File: src/rtl/tap_pkg.sv
// tap_pkg: shared JTAG TAP state encoding
package tap_pkg;
  typedef enum logic [3:0] {
    TLR      = 4'h0,
    RTI      = 4'h1,
    SEL_DR   = 4'h2,
    CAP_DR   = 4'h3,
    SHIFT_DR = 4'h4,
    EXIT1_DR = 4'h5,
    PAUSE_DR = 4'h6,
    EXIT2_DR = 4'h7,
    UPD_DR   = 4'h8,
    SEL_IR   = 4'h9,
    CAP_IR   = 4'ha,
    SHIFT_IR = 4'hb,
    EXIT1_IR = 4'hc,
    PAUSE_IR = 4'hd,
    EXIT2_IR = 4'he,
    UPD_IR   = 4'hf
  } tap_state_t;
endpackage

File: src/rtl/tap_controller.sv
// tap_controller: IEEE 1149.1 TAP state machine with DR/IR control decode
module tap_controller
  import tap_pkg::*;
(
  input  logic TCK,
  input  logic TRST,
  input  logic TMS,
  output logic clockdr,
  output logic shiftdr,
  output logic updatedr,
  output logic clockir,
  output logic shiftir,
  output logic updateir,
  output logic select,
  output logic bs_en
);
  tap_state_t state, state_nx;
  always_comb begin
    state_nx = TLR;
    case (state)
      TLR:      state_nx = TMS ? TLR      : RTI;
      RTI:      state_nx = TMS ? SEL_DR   : RTI;
      SEL_DR:   state_nx = TMS ? SEL_IR   : CAP_DR;
      CAP_DR:   state_nx = TMS ? EXIT1_DR : SHIFT_DR;
      SHIFT_DR: state_nx = TMS ? EXIT1_DR : SHIFT_DR;
      EXIT1_DR: state_nx = TMS ? UPD_DR   : PAUSE_DR;
      PAUSE_DR: state_nx = TMS ? EXIT2_DR : PAUSE_DR;
      EXIT2_DR: state_nx = TMS ? UPD_DR   : SHIFT_DR;
      UPD_DR:   state_nx = TMS ? SEL_DR   : RTI;
      SEL_IR:   state_nx = TMS ? TLR      : CAP_IR;
      CAP_IR:   state_nx = TMS ? EXIT1_IR : SHIFT_IR;
      SHIFT_IR: state_nx = TMS ? EXIT1_IR : SHIFT_IR;
      EXIT1_IR: state_nx = TMS ? UPD_IR   : PAUSE_IR;
      PAUSE_IR: state_nx = TMS ? EXIT2_IR : PAUSE_IR;
      EXIT2_IR: state_nx = TMS ? UPD_IR   : SHIFT_IR;
      UPD_IR:   state_nx = TMS ? SEL_DR   : RTI;
      default:  state_nx = TLR;
    endcase
  end
  always_ff @(posedge TCK or negedge TRST)
    if (!TRST) state <= TLR;
    else state <= state_nx;
  // outputs decode the state register directly so an async reset clears them at once
  assign clockdr  = (state == CAP_DR) || (state == SHIFT_DR);
  assign shiftdr  = state == SHIFT_DR;
  assign updatedr = state == UPD_DR;
  assign clockir  = (state == CAP_IR) || (state == SHIFT_IR);
  assign shiftir  = state == SHIFT_IR;
  assign updateir = state == UPD_IR;
  assign select   = state inside {SEL_IR, CAP_IR, SHIFT_IR, EXIT1_IR, PAUSE_IR, EXIT2_IR, UPD_IR};
  assign bs_en    = (state == SHIFT_DR) || (state == SHIFT_IR);
endmodule

File: config.mk
export PLATFORM = sky130hd
export DESIGN_NAME = tap_controller
export DESIGN_NICKNAME = d
export VERILOG_FILES = /design/src/rtl/tap_pkg.sv /design/src/rtl/tap_controller.sv
export SDC_FILE = /design/constraint.sdc
export NUM_CORES = 1
export LEC_CHECK = 0
export BUFFER_PORTS_ARGS = -buffer_cell sky130_fd_sc_hd__buf_2
export CORE_AREA = 2 2 39 41
export CTS_BUF_LIST = sky130_fd_sc_hd__clkbuf_4 sky130_fd_sc_hd__clkbuf_8
export DETAILED_ROUTE_END_ITERATION = 10
export DIE_AREA = 0 0 41 43
export PLACE_DENSITY = 0.64
export REMOVE_ABC_BUFFERS = 1
export SYNTH_ARGS = -nofsm -noshare
export SYNTH_HDL_FRONTEND = slang
export SYNTH_SLANG_ARGS = --single-unit
export TNS_END_PERCENT = 100
File: constraint.sdc
create_clock -name TCK -period 3.35 [get_ports TCK]
set_input_delay 0.5025 -clock TCK [delete_from_list [all_inputs] [get_ports TCK]]
set_output_delay 0.5025 -clock TCK [all_outputs]
set_load 0.02 [all_outputs]
Word level (Yosys, flattened, before mapping)
Cells that the tools add are included.
{"block": "word_totals", "ff_bits": 4, "out_inout_bits": 8, "word_cells": 37}
{"block": "classes", "n_eq_ne": 15, "mux": 13, "reduce_logical": 8}
{"op": "one-hot mux 4 bit (12 select lines)", "n": 1}
{"op": "== test 4 bit, second input constant", "n": 8}
{"op": "== test 4 x 3 -> 1 bit, second input constant", "n": 4}
{"op": "two-way mux 4 bit", "n": 4}
{"op": "== test 4 x 2 -> 1 bit, second input constant", "n": 2}
{"op": "nonzero test 7 bit", "n": 1}
{"op": "two-way mux 2 bit", "n": 3}
{"op": "two-way mux 3 bit", "n": 2}
{"op": "== test 4 x 1 -> 1 bit, second input constant", "n": 1}
{"op": "logical NOT 4 bit", "n": 1}
{"op": "OR reduction 2 bit", "n": 2}
{"op": "logical OR 1 bit", "n": 3}
{"op": "two-way mux 1 bit", "n": 3}
{"op": "OR reduction 3 bit", "n": 1}

Logic depth before layout (Yosys ltp)
Gate-level depths: netlist of run 1.
{"block": "logic_depth", "depth_word": 3, "depth_mapped": 4}

Worst setup path before layout of run 1
No wires, ideal clock.
{"block": "synth_timing", "kind": "register -> output", "startpoint": "register state[0]", "endpoint": "output port bs_en", "arrival_time_ps": 1189, "setup_slack_ps": 1658, "stages_incl_launch_ff": 4, "path_cell_list": "dfrtp_1 > buf_4 > nor3_2 > or2_1"}
{"block": "synth_between", "elab_chain_len": 2}
{"item": "start: declaration", "line_no": "tap_controller.sv:17", "rtl": "tap_state_t state, state_nx;"}
{"item": "start signal: assignment", "line_no": "tap_controller.sv:42", "rtl": "else state <= state_nx;"}
{"item": "== test 4 x 3 -> 1 bit"}
{"item": "via shiftdr", "line_no": "tap_controller.sv:9", "rtl": "output logic shiftdr,"}
{"item": "logical OR 1 bit", "line_no": "tap_controller.sv:51", "rtl": "assign bs_en = (state == SHIFT_DR) || (state == SHIFT_IR);"}
{"item": "end: declaration", "line_no": "tap_controller.sv:15", "rtl": "output logic bs_en"}
The timed path passes the listed nets, and every way through them passes these cells.

Worst setup path in the final report of run 1
{"block": "layout_timing", "startpoint": "register state[0]", "endpoint": "output port bs_en"}
{"block": "layout_between", "elab_chain_len": 2}
{"item": "== test 4 x 3 -> 1 bit or == test 4 bit (tied branches)", "line_no": "tap_controller.sv:51"}
{"item": "logical OR 1 bit (*)", "line_no": "tap_controller.sv:51"}
Mark *: on every way between the ends. The rest lies on a longest branch, timed or not.

==> flow_results.org, run 1 <==
** Worst setup path
- Startpoint of the lowest-slack register-to-register path :: state[2]
- The worst setup path is of the register to output port kind.
- Traced cell by cell, the critical path runs through inv_1, nor3_2, or2_1, buf_2.
- Worst endpoint required time :: between 2 and 3 ns
- The endpoint identified for the worst register-to-register timing path is state[3].
- Family of cells with the greatest summed delay on the critical path :: flip-flops
- R2r worst-path depth :: 3
- Nature of the critical path endpoint :: output port
- For flop-to-flop paths, the worst setup slack is roughly 2.1 ns.
- The largest individual stage delay along the critical path comes from the cell sky130_fd_sc_hd__dfrtp_1.
- Along the worst path, the maximum fanout reaches 14.
- Critical Path AT :: roughly 1.5 ns
- Sort of element at the start of the critical path :: register
- Count of buffering cells on the critical path with inverters included :: 2
- Tracing the worst setup path back leads to its startpoint at state[0].
- CP peak stage delay :: 0.60 ns

** Yosys
- Sorting the synthesized cells by area gives the leading types as sky130_fd_sc_hd__dfrtp_1 23%, sky130_fd_sc_hd__buf_6 10%, sky130_fd_sc_hd__nand3_1 4.6%, sky130_fd_sc_hd__nor3_2 4.6%, sky130_fd_sc_hd__a21oi_1 3.4%.
- The synthesized design contains 0 enable-type register cells.
- Area of the mapped netlist :: approximately 440 um^2
- In the synthesized netlist, the number of instances is between 50 and 60.
- Yosys printed 0 warnings.
- Share of Yosys cell area claimed by the top area cell type :: 0.2292
- Fraction of registers with async set or reset after synthesis :: 1.000
- A synthesized cell averages around 8.4 um^2.
- Post-synthesis sequential element count :: 4
- After synthesis, the most frequently instantiated cells are 4 x sky130_fd_sc_hd__buf_6, 4 x sky130_fd_sc_hd__dfrtp_1, 4 x sky130_fd_sc_hd__nand3_1, 4 x sky130_fd_sc_hd__nor2_1.
- Most area-hungry cell type in the Yosys netlist :: sky130_fd_sc_hd__dfrtp_1
- In the synthesized netlist the dominant register cell turns out to be sky130_fd_sc_hd__dfrtp_1.
- Post-synthesis sequential area ratio :: 0.2292
- In this run, distinct cell masters in the synthesized netlist total 30.

** Clocking
- Hold-fix buffers at CTS :: 0
- The tree is rooted in a sky130_fd_sc_hd__clkbuf_4.
- Max Root-Sink Buffers :: 2
- H-tree depth :: 1
- The clock net in this run drives a total of 4 sinks.
- TritonCTS clock tree :: yes
- Clock insertion delay at the later pin of the skew report :: ~0.23 ns
- Cts repair resizes :: 0
- # Post-CTS Setup Buffers :: 0
- CTS Buf Count :: 3
- After clock tree synthesis, the clock-pin slew on the worst setup and hold paths is approximately 0.04 ns.

** Global routing
- Global-route wire length before repair :: between 1 and 1.5 mm
- Pin count of the biggest net entering global routing :: 19
- The via count of the first global-routing pass came to between 200 and 300.
- Initial antenna violation count :: 0
- Sum of overflow across all layers after global routing :: 0
- Combined global-route utilization of all metal layers :: 0.1067

** STA
- Setup slack closes at approximately 1.4 ns.
- The worst pin sits at a relative slew slack of 0.6557.
- Min Tclk post-route :: ~2 ns
- Setup repair after global routing left no endpoint under its margin.
- Setup violations remaining at the end of the flow were counted as 0.
- Derived from the worst setup path, the maximum achievable clock frequency is between 500 and 600 MHz.
- Crit share post-route :: 0.5881
- The number of failing hold endpoints at the final stage was 0.
- For the pin with the worst max-slew slack, the measured transition is between 0.5 and 0.6 ns.
- Clock skew :: between 0.004 and 0.005 ns
- Fin. max-slew vios :: 0
- Setup total negative slack on the finished layout was measured at 0 ns.

** Floorplan
- Row generation in the floorplan step produced 14 rows.
- CORE AREA :: between 1000 and 1500 um^2
- DIE AREA :: 1763 um^2
- The die is approximately 43 um tall.
- Starting density of the core :: 0.3156
- Die width :: 41 um
- Pin placement for this block handled 11 I/O pins.

** Route
- Initial detailed-routing violation count :: 5
- DR pass1 iterations :: 4
- After detailed routing, the number of remaining DRC violations is 0.
- Total via count in the routed design :: ~380
- The final layout contains routed wiring with a total length of 813 um.
- Post-route ant nets :: 0
- Detailed-route vias per instance :: approximately 5.0
- Post-detailed-route wirelength per cell :: between 10 and 15 um

** Power and ir drop
- Leakage power summed over all cells :: 0.2162 nW
- Cell Pwr Density :: just under 1000 nW/um^2
- After layout, the design draws a total of 0.0004615 W.
- The worst-case IR drop observed on VDD is ~0.28 mV.

** Layout
- Sequential cell area :: approximately 100 um^2
- Biggest registers after layout :: state: 4 flops
- Layout overhead on the synthesized area :: 7.450%
- Summing all multi-input logic gate instances after layout gives about 270 um^2.
- The final layout contains 64 nets.
- Largest register FFs :: 4
- After filler insertion, the fill cell instance count of the layout stands at 150.
- Most flop-heavy register :: state
- Post-Layout Inst Area :: between 400 and 500 um^2
- Layout cell share with drive strength beyond 1 :: 0.3051
- The repair_antennas step left the layout with diodes totalling 0.

** Place
- At the end of routability-driven placement, the weighted congestion stood at just under 0.8.
- Cell Area, Placed :: around 450 um^2
- Before CTS, the worst setup slack after placement is around 1.6 ns.
- The count of buffers added on input and output ports is 10.
- Total half-perimeter wirelength after legalization and detailed placement :: around 530 um

** Worst hold path
- Worst min-delay path category :: primary input to asynchronous set/reset pin

** Flow run
- Max-cap violations in this run came to 0.

** Outcome
- The flow ran to the end, and the final reports show no timing, DRC or antenna violations.
stage by stage:
step,hold WS (ns),std cells,utilization
after floorplan,0.2069,46,-
after global placement,0.3081,72,0.3228
after detailed placement,0.3090,72,0.3228
after CTS,0.05565,75,0.3391
after global routing,0.05739,75,0.3391
final,0.06310,75,0.3391
routing by layer:
metal  global-route usage  routed length, um  up-vias
met5                    0                  0        -
met2               0.1313                335        9
met1               0.1396                426      170
met3              0.06283                 51        0
li1                     -                  -      197
met4              0.06000                  0        0
where the power goes:
| group | internal, W | switching, W |
|---|---|---|
| clock network | 0.0000400 | 0.0000193 |
| registers | 0.0000710 | 0.0000865 |
| logic | 0.000116 | 0.000128 |
worst reg2reg max path: stages (launching register included):
cell and delay (ns):
sky130_fd_sc_hd__dfrtp_1 0.55, sky130_fd_sc_hd__or2_1 0.34, sky130_fd_sc_hd__mux2i_1 0.19, sky130_fd_sc_hd__a211oi_2 0.07
cell usage in the layout, fill, tap and decap left out, drive strengths merged:
master / n
a21oi: 3
and2b: 1
nor3: 3
o22ai: 1
a211oi: 1
nor2b: 2
nand2b: 2
and2: 1
buf: 10
a31oi: 2
clkbuf: 3
a21o: 1
or2: 2
inv: 1
o21a: 1
nand2: 3
nor4bb: 1
nor3b: 2
xor2: 1
nand3b: 1
nor2: 4
dfrtp: 4
o21ai: 2
o21bai: 1
o221ai: 1
mux2i: 1
nand3: 4
cell families after synthesis:
group                     count (synthesis)  share of synthesized area
and+or+nand+nor                          26                     0.3668
buffers and inverters                     7                     0.1461
AOI/OAI and AO/OA                        13                     0.2149
muxes                                     1                    0.02292
xor gates and xnor gates                  1                    0.02006
DFF                                       4                     0.2292
cell type report:
cell class,instances,share of cell area
timing repair buffer,10,0.1067
tap,16,0.04267
multi-input combinational,41,0.5813
inverter,1,0.008000
sequential,4,0.2133
clock buffer,3,0.04800
worst max-delay path by stage:
stage	to	depth (start not counted)
global route	bs_en	4
detailed placement	bs_en	4
floorplan	bs_en	3
CTS	bs_en	4
global placement	bs_en	4
finish	bs_en	4
No activity file was read; power rests on OpenSTA's default activity.
==> run 2, diff against run 1 <==
--- a/config.mk
+++ b/config.mk
@@ -10,7 +10,7 @@
 export CTS_BUF_LIST = sky130_fd_sc_hd__clkbuf_4 sky130_fd_sc_hd__clkbuf_8
 export DETAILED_ROUTE_END_ITERATION = 10
 export DIE_AREA = 0 0 41 43
-export PLACE_DENSITY = 0.64
+export PLACE_DENSITY = 0.66
 export REMOVE_ABC_BUFFERS = 1
 export SYNTH_ARGS = -nofsm -noshare
 export SYNTH_HDL_FRONTEND = slang
==> constraint.sdc (replaced) <==
create_clock -name TCK -period 1.7 [get_ports TCK]
set_input_delay 0.255 -clock TCK [delete_from_list [all_inputs] [get_ports TCK]]
set_output_delay 0.255 -clock TCK [all_outputs]
set_load 0.02 [all_outputs]
==> run 2 against run 1 <==
Final area up 7.5%. Hold slack improved by 0.29 ns. Clock power is 92% higher. Clock-buffer cell count is the same. Routed wire length increased by 7.7%. Critical path type unchanged.
==> flow_results.org, run 2 (synthesis gave the netlist of run 1 again) <==
** Worst setup path
- Worst endpoint required time :: 1.44 ns (was 2.85 ns)
- The worst-case reg-to-reg path depth is 4 (was 3).
- The category of cells accounting for the largest share of critical-path delay was flip-flops (unchanged).
- CP peak stage delay :: 0.52 ns (was 0.60 ns)
- The kind of capture point of the worst setup path was an output port (unchanged).
- Count of buffering cells on the critical path with inverters included :: 2 (unchanged)
- The arrival time reported for the critical path endpoint is 1.35 ns (was 1.47 ns).
- The cell with the largest stage delay on the worst path was sky130_fd_sc_hd__dfrtp_1 (unchanged).
- The type of the setup path with the least slack is register to output port (unchanged).
- The peak fanout along the critical path is 11 (was 14).
- Sort of element at the start of the critical path :: register (unchanged)
- Capturing point of the worst reg2reg path :: state[3] (unchanged)
- Worst-path cell chain :: inv_1, nor3_2, or2_1, buf_2 (unchanged)
- Startpoint of the lowest-slack register-to-register path :: state[2] (unchanged)
- FF-to-FF setup slack :: 0.41 ns (was 2.05 ns)

** Layout
- Most flop-heavy register :: state (unchanged)
- Biggest registers after layout :: state: 4 flops (unchanged)
- The number of filler instances in the final layout came to 142 (was 150).
- Leading cell types in the layout, fill and taps excluded :: 10 x sky130_fd_sc_hd__buf_2, 4 x sky130_fd_sc_hd__nor2_1, 4 x sky130_fd_sc_hd__nand3_1 (was 10 x sky130_fd_sc_hd__buf_2, 4 x sky130_fd_sc_hd__nor2_1, 4 x sky130_fd_sc_hd__nand3_1, 4 x sky130_fd_sc_hd__dfrtp_1)
- The flip-flop count of the largest register, all copies and words added was 4 (unchanged).
- The most common library cell in the layout ignoring fill and taps is sky130_fd_sc_hd__buf_2 (unchanged).
- Final net count :: 68 (was 64)
- Diodes inserted :: 0 (unchanged)
- Sequential cell area :: 102.6 um^2 (was 100.1 um^2)
- Area taken by multi-input logic gates :: 272.8 um^2 (unchanged)
- Post-layout utilization of the core :: 0.3644 (was 0.3391)
- Final standard cell count with taps included and fillers excluded :: 79 (was 75)
- Layout overhead on the synthesized area :: 15.47% (was 7.450%)
- The fraction of layout cells with a size suffix above 1 is 0.3651 (was 0.3051).

** Worst hold path
- Worst min-delay path category :: primary input to asynchronous set/reset pin (unchanged)

** Floorplan
- Die boundary height :: 43 um (unchanged)
- The die footprint came to 1763 um^2 (unchanged).
- The core box area was 1384 um^2 (unchanged).
- The effective utilization at floorplan was 0.3156 (unchanged).
- The number of standard-cell rows in the floorplan was 14 (unchanged).
- The I/O pin total is 11 (unchanged).
- The die span in x came to 41 um (unchanged).

** Clocking
- The clock latency on the worst-skew pair is 0.23 ns (about the same).
- Root buffer cell :: sky130_fd_sc_hd__clkbuf_4 (unchanged)
- The deepest level of the CTS H-tree is 1 (unchanged).
- The post-CTS setup-driven buffer insertion count came to 0 (unchanged).
- The clock transition time at the flip-flop clock pins of the worst setup and hold paths is 0.04 ns (about the same).
- The clock sink total was 4 (unchanged).
- CTS Buf Count :: 3 (unchanged)
- The clock tree buffer depth is 2 (unchanged).
- The clock tree from TritonCTS was yes (unchanged).

** Place
- Number of instances in the placed design :: 75 (was 72)
- Total half-perimeter wirelength after legalization and detailed placement :: 613.2 um (was 530.3 um)
- The number of buffers added on ports is 10 (unchanged).
- GPL Wtd Cong :: 0.8334 (was 0.7945)

** Route
- Detailed-route vias per instance :: 4.835 (was 5.013)
- Residual DRC :: 0 (unchanged)
- Post-detailed-route wirelength per cell :: 11.09 um (was 10.84 um)
- Initial detailed-routing violation count :: 2 (was 5)
- The final routed wirelength across all metal layers came to 876 um (was 813 um).
- Post-route ant nets :: 0 (unchanged)
- The total number of vias was 382 (was 376).
- The number of optimization iterations in the first detailed-route pass came to 2 (was 4).

** STA
- The final count of negative-setup-slack endpoints is 0 (unchanged).
- Timing-limited maximum frequency :: ~620 MHz
- Crit share post-route :: 0.9466
- The worst clock skew on the final layout came to 0.002000 ns (was 0.004376 ns).
- Min Tclk post-route :: roughly 1.6 ns
- The worst-margin pin slew is 0.3226 ns (was 0.5164 ns).
- Relative slew margins :: 0.7849 (was 0.6557)
- Final hold viol count :: 0 (unchanged)
- The number of slew-limit violations in the final report is 0 (unchanged).

** Global routing
- The most used routing layer was met2 (was met1).
- The remaining global-route overflow was 0 (unchanged).
- The global-route met2 utilization came to 0.1813 (was 0.1313).
- Met1 Resource Use GR :: 0.1429 (was 0.1396)
- The initial antenna violation count is 0 (unchanged).
- Combined global-route utilization of all metal layers :: 0.1239 (was 0.1067)
- Pin count of the biggest net entering global routing :: 14 (was 19)
- Global routing usage on met3 :: 0.04712 (was 0.06283)
- The global-route wire length before repair came to 1.435 mm (was 1.221 mm).
- Number of global-route vias before repair :: 349 (was 287)

** Flow run
- The reported max-cap violation count came to 0 (unchanged).

** Power and ir drop
- The maximum VDD drop came to 0.7657 mV (was 0.2796 mV).
- The leakage component of the power came to 0.2329 nW (was 0.2162 nW).
- Final Total Pwr :: 0.0009679 W (was 0.0004615 W)
- The total power density per cell area was 1920 nW/um^2 (was 983.5 nW/um^2).

** Outcome
- Status :: finished, final reports clean (unchanged)
-- run 2: cell count changes in the layout (fill, tap and decap cells not counted) --
cell and change:
sky130_fd_sc_hd__buf_4 +3, sky130_fd_sc_hd__dfrtp_1 -2, sky130_fd_sc_hd__dfrtp_2 +2, sky130_fd_sc_hd__dlygate4sd3_1 +1
-- run 2: power by group --
| part | leakage [nW] | total (W) | internal, W | switching [W] |
|---|---|---|---|---|
| Clock | 0.0138 | 0.000114 | 0.0000787 | 0.0000354 |
| Sequential | 0.0471 | 0.000277 | 0.000146 | 0.000131 |
| Combinational | 0.172 | 0.000577 | 0.000271 | 0.000306 |
| Total | 0.233 | 0.000968 | 0.000495 | 0.000472 |
-- run 2: through the flow --
stage	TNS (ns)	instance area, um^2	setup WS, ns	hold WS [ns]
5_1_grt	-0.002935	504.2	-0.002935	0.3630
6_report	0	504.2	0.09085	0.3560
2_1_floorplan	0	376.6	0.1490	-0.04059
4_1_cts	0	501.7	0.06440	0.3499
3_5_place_dp	0	469.2	0.3231	0.06076
3_3_place_gp	0	469.2	0.3161	0.06102
-- run 2: final cells by class --
cell class,instances,share of cell area
tap,16,0.03970
sequential,4,0.2035
multi-input combinational,41,0.5409
inverter,1,0.007444
clock buffer,3,0.04466
timing repair buffer,14,0.1638
-- run 2: metal layers --
metal	up-vias	share of wire
li1	207	-
met1	166	0.46
met2	9	0.48
met3	0	0.065
met4	0	0
met5	-	0
-- run 2: worst max path at each step --
stage          startpoint    end  slack [ns]  depth (start not counted)
2_1_floorplan    state[2]  bs_en        0.15                          3
3_3_place_gp     state[2]  bs_en        0.32                          4
3_5_place_dp     state[0]  bs_en        0.32                          4
4_1_cts          state[2]  bs_en        0.06                          4
5_1_grt          state[0]  bs_en      -0.003                          4
6_report         state[0]  bs_en        0.09                          4
-- run 2: what timing repair did --
action,CTS,global route
hold buffers,1,0
hold endpoints to repair,4,0
gates resized for setup,0,2
endpoints found under the setup margin,0,1
==> run 3, diff against run 2 <==
--- a/config.mk
+++ b/config.mk
@@ -10,8 +10,9 @@
 export CTS_BUF_LIST = sky130_fd_sc_hd__clkbuf_4 sky130_fd_sc_hd__clkbuf_8
 export DETAILED_ROUTE_END_ITERATION = 10
 export DIE_AREA = 0 0 41 43
-export PLACE_DENSITY = 0.66
+export PLACE_DENSITY = 0.65
 export REMOVE_ABC_BUFFERS = 1
+export SETUP_SLACK_MARGIN = 0.5
 export SYNTH_ARGS = -nofsm -noshare
 export SYNTH_HDL_FRONTEND = slang
 export SYNTH_SLANG_ARGS = --single-unit
==> run 3 against run 2 <==
Die area unchanged. Sequential power fell by 4%. Clock-buffer cell count did not move. Utilization increased by 13 points. Combinational power increased by 73%. Register-to-register slack worse by 0.07 ns. Sequential share of layout area fell by 5.0 points. Setup slack improved by 0.13 ns. Highest routed layer unchanged.
==> flow_results.org, run 3 (synthesis gave the netlist of run 1 again) <==
** Power and ir drop
- The register share of total power is 0.193 (was 0.286).
- The leakage component of the power came to 0.3020 nW (was 0.2329 nW).
- The share of total power in the clock network came to 0.086 (was 0.118).
- The total power density per cell area was 2019 nW/um^2 (was 1920 nW/um^2).
- Net switching share of the total power :: 0.4459 (was 0.4881)
- Worst ir drop on vdd :: 0.9568 mV (was 0.7657 mV)
- The switching component of the power was 0.0006161 W (was 0.0004724 W).
- The internal power consumption was 0.0007657 W (was 0.0004955 W).
- Share of power burned in combinational logic :: 0.721 (was 0.596)

** Worst setup path
- The register-to-register setup slack was 0.34 ns (was 0.41 ns).
- The type of the setup path with the least slack is register to output port (unchanged).
- The required time reported for the critical path endpoint was 1.44 ns (about the same).
- Worst-path maximum fanout :: 6 (was 11)
- Critical Path AT :: 1.22 ns (was 1.35 ns)
- The launching element type of the critical path is a register (unchanged).
- The kind of capture point of the worst setup path is an output port (unchanged).

** Floorplan
- The chip height was 43 um (unchanged).
- The I/O pin total came to 11 (unchanged).
- Placement Rows :: 14 (unchanged)
- Starting density of the core :: 0.3156 (unchanged)
- The die span in x is 41 um (unchanged).
- CORE AREA :: 1384 um^2 (unchanged)
- DIE AREA :: 1763 um^2 (unchanged)

** STA
- The final sum of negative setup slack is 0 ns (unchanged).
- Post-route worst setup slack :: 0.2219 ns (was 0.09085 ns)
- The post-route worst hold slack came to 0.3553 ns (was 0.3560 ns).
- The peak clock frequency supported by timing was 676.6 MHz (was 621.4 MHz).
- The number of slew-limit violations in the final report came to 0 (unchanged).
- The number of failing hold endpoints at the final stage came to 0 (unchanged).
- Transition time at the pin with the least slew margin :: 0.2317 ns (was 0.3226 ns)
- The relative slew slack is 0.8434 (was 0.7849).
- The worst clock skew on the final layout is 0.0005191 ns (was 0.002000 ns).
- Setup repair after global routing could not meet its margin everywhere.
- The final count of negative-setup-slack endpoints was 0 (unchanged).
- Min Tclk post-route :: 1.478 ns (was 1.609 ns)
- Crit share post-route :: 0.8695 (was 0.9466)

** Layout
- Final net count :: 80 (was 68)
- Diodes inserted :: 0 (unchanged)
- Biggest registers after layout :: state: 4 flops (unchanged)
- Layout overhead on the synthesized area :: 56.73% (was 15.47%)
- Most flop-heavy register :: state (unchanged)
- The most common library cell in the layout ignoring fill and taps is sky130_fd_sc_hd__buf_4 (was sky130_fd_sc_hd__buf_2).
- The fraction of layout cells with a size suffix above 1 came to 0.6533 (was 0.3651).
- The flip-flop count of the largest register, all copies and words added is 4 (unchanged).
- Leading cell types in the layout, fill and taps excluded: 14 x sky130_fd_sc_hd__buf_4, 7 x sky130_fd_sc_hd__buf_6, 4 x sky130_fd_sc_hd__nand3_1, 4 x sky130_fd_sc_hd__buf_2, 4 x sky130_fd_sc_hd__dfrtp_2 (was 10 x sky130_fd_sc_hd__buf_2, 4 x sky130_fd_sc_hd__nor2_1, 4 x sky130_fd_sc_hd__nand3_1).

** Route
- The total number of vias is 461 (was 382).
- The remaining design rule violation count is 0 (unchanged).
- Total wirelength of the detailed-routed design :: 1.140 mm (was 876 um)
- The wire length per cell after detailed routing came to 12.53 um (was 11.09 um).
- Post-route ant nets :: 0 (unchanged)
- The vias per cell came to 5.066 (was 4.835).
- The number of optimization iterations in the first detailed-route pass came to 4 (was 2).
- The violation count after the first detailed-route iteration was 2 (unchanged).

** Global routing
- Global-route wire length before repair :: 1.780 mm (was 1.435 mm)
- The largest net degree at the start of global routing was 12 (was 14).
- The combined global-route utilization of all metal layers came to 0.1492 (was 0.1239).
- The initial antenna violation count is 0 (unchanged).
- Sum of overflow across all layers after global routing :: 0 (unchanged)
- The via count of the first global-routing pass is 407 (was 349).

** Flow run
- Number of maximum-capacitance constraint violations :: 0 (unchanged)

** Clocking
- The clock root buffer master is sky130_fd_sc_hd__clkbuf_4 (unchanged).
- The number of CTS-inserted buffers came to 3 (unchanged).
- H-tree depth :: 1 (unchanged)
- The clock latency on the worst-skew pair came to 0.23 ns (about the same).
- TritonCTS clock tree :: yes (unchanged)
- The clock sink total came to 4 (unchanged).
- The clock tree buffer depth is 2 (unchanged).
- The clock transition time at the flip-flop clock pins of the worst setup and hold paths came to 0.04 ns (about the same).

** Worst hold path
- The worst min-delay path class was primary input to asynchronous set/reset pin (unchanged).

** Place
- The pre-CTS setup slack came to 0.3732 ns (was 0.3231 ns).
- The routability-driven placement congestion ratio is 0.7578 (was 0.8334).
- IO buf count :: 10 (unchanged)
- The half-perimeter wire length of the detailed placement result is 696.7 um (was 613.2 um).

** Outcome
- Status: finished, final reports clean (unchanged).
==> run 3: changes by cell type in the layout (fill, tap and decap cells not counted), sizes merged <==
cell / previous run / this run
buf: 13 / 25
==> run 3: area by class of cell <==
cell class,count,area (um^2)
well taps,16,20.02
inverters,1,3.754
multi-input cells,41,319.1
flip-flops and latches,4,105.1
repair buffers,26,214.0
fillers,127,699.4
clock buffers,3,22.52
==> run 3: metal layers <==
metal  vias up  GRT usage  share of wire
met5         -          0              0
met4         0    0.04000              0
met3         0    0.04712          0.021
met2         8     0.2313           0.53
met1       223     0.1922           0.45
li1        230          -              -
==> run 3: worst paths after layout <==
check / from / endpoint / cells past startpoint
max: state[2] / bs_en / 4
min: TRST / state[2] / 2
max reg2reg: state[2] / state[3] / 5
min reg2reg: state[0] / state[1] / 4
max in group asynchronous: TRST / state[1] / 2
min in group TCK: TMS / state[2] / 2
==> run 3: what timing repair did <==
action                                  in CTS  in global routing
hold buffers                                 1                  0
buffers inserted                             9                  3
cloned                                       0                  0
pin swaps                                    6                  3
gates resized for setup                     23                 11
endpoints found under the setup margin      11                 12
hold endpoints to repair                     4                  0
==> run 3: metrics by stage <==
step	utilization	power (W)	cell area (um^2)	cells
finish	0.4946	0.001382	684.4	91
global route	0.4946	0.001475	684.4	91
CTS	0.4503	0.001242	623.1	88
detailed placement	0.3391	0.0008524	469.2	75
global placement	0.3391	0.0008407	469.2	75
floorplan	-	0.0006567	376.6	46
==> run 3: worst max-delay path, cell delays in order (launching register included) <==
cell	delay, ns
sky130_fd_sc_hd__dfrtp_2	0.46
sky130_fd_sc_hd__nand2b_4	0.11
sky130_fd_sc_hd__nor3_4	0.04
sky130_fd_sc_hd__or2_1	0.24
sky130_fd_sc_hd__buf_6	0.13
==> run 3: power by group through the flow <==
stage,Combinational [W],Sequential (W),Clock (W)
finish,0.000996,0.000267,0.000119
global route,0.00107,0.000275,0.000128
CTS,0.000861,0.000257,0.000124
detailed placement,0.000605,0.000248,0
global placement,0.000596,0.000245,0
floorplan,0.000389,0.000268,0
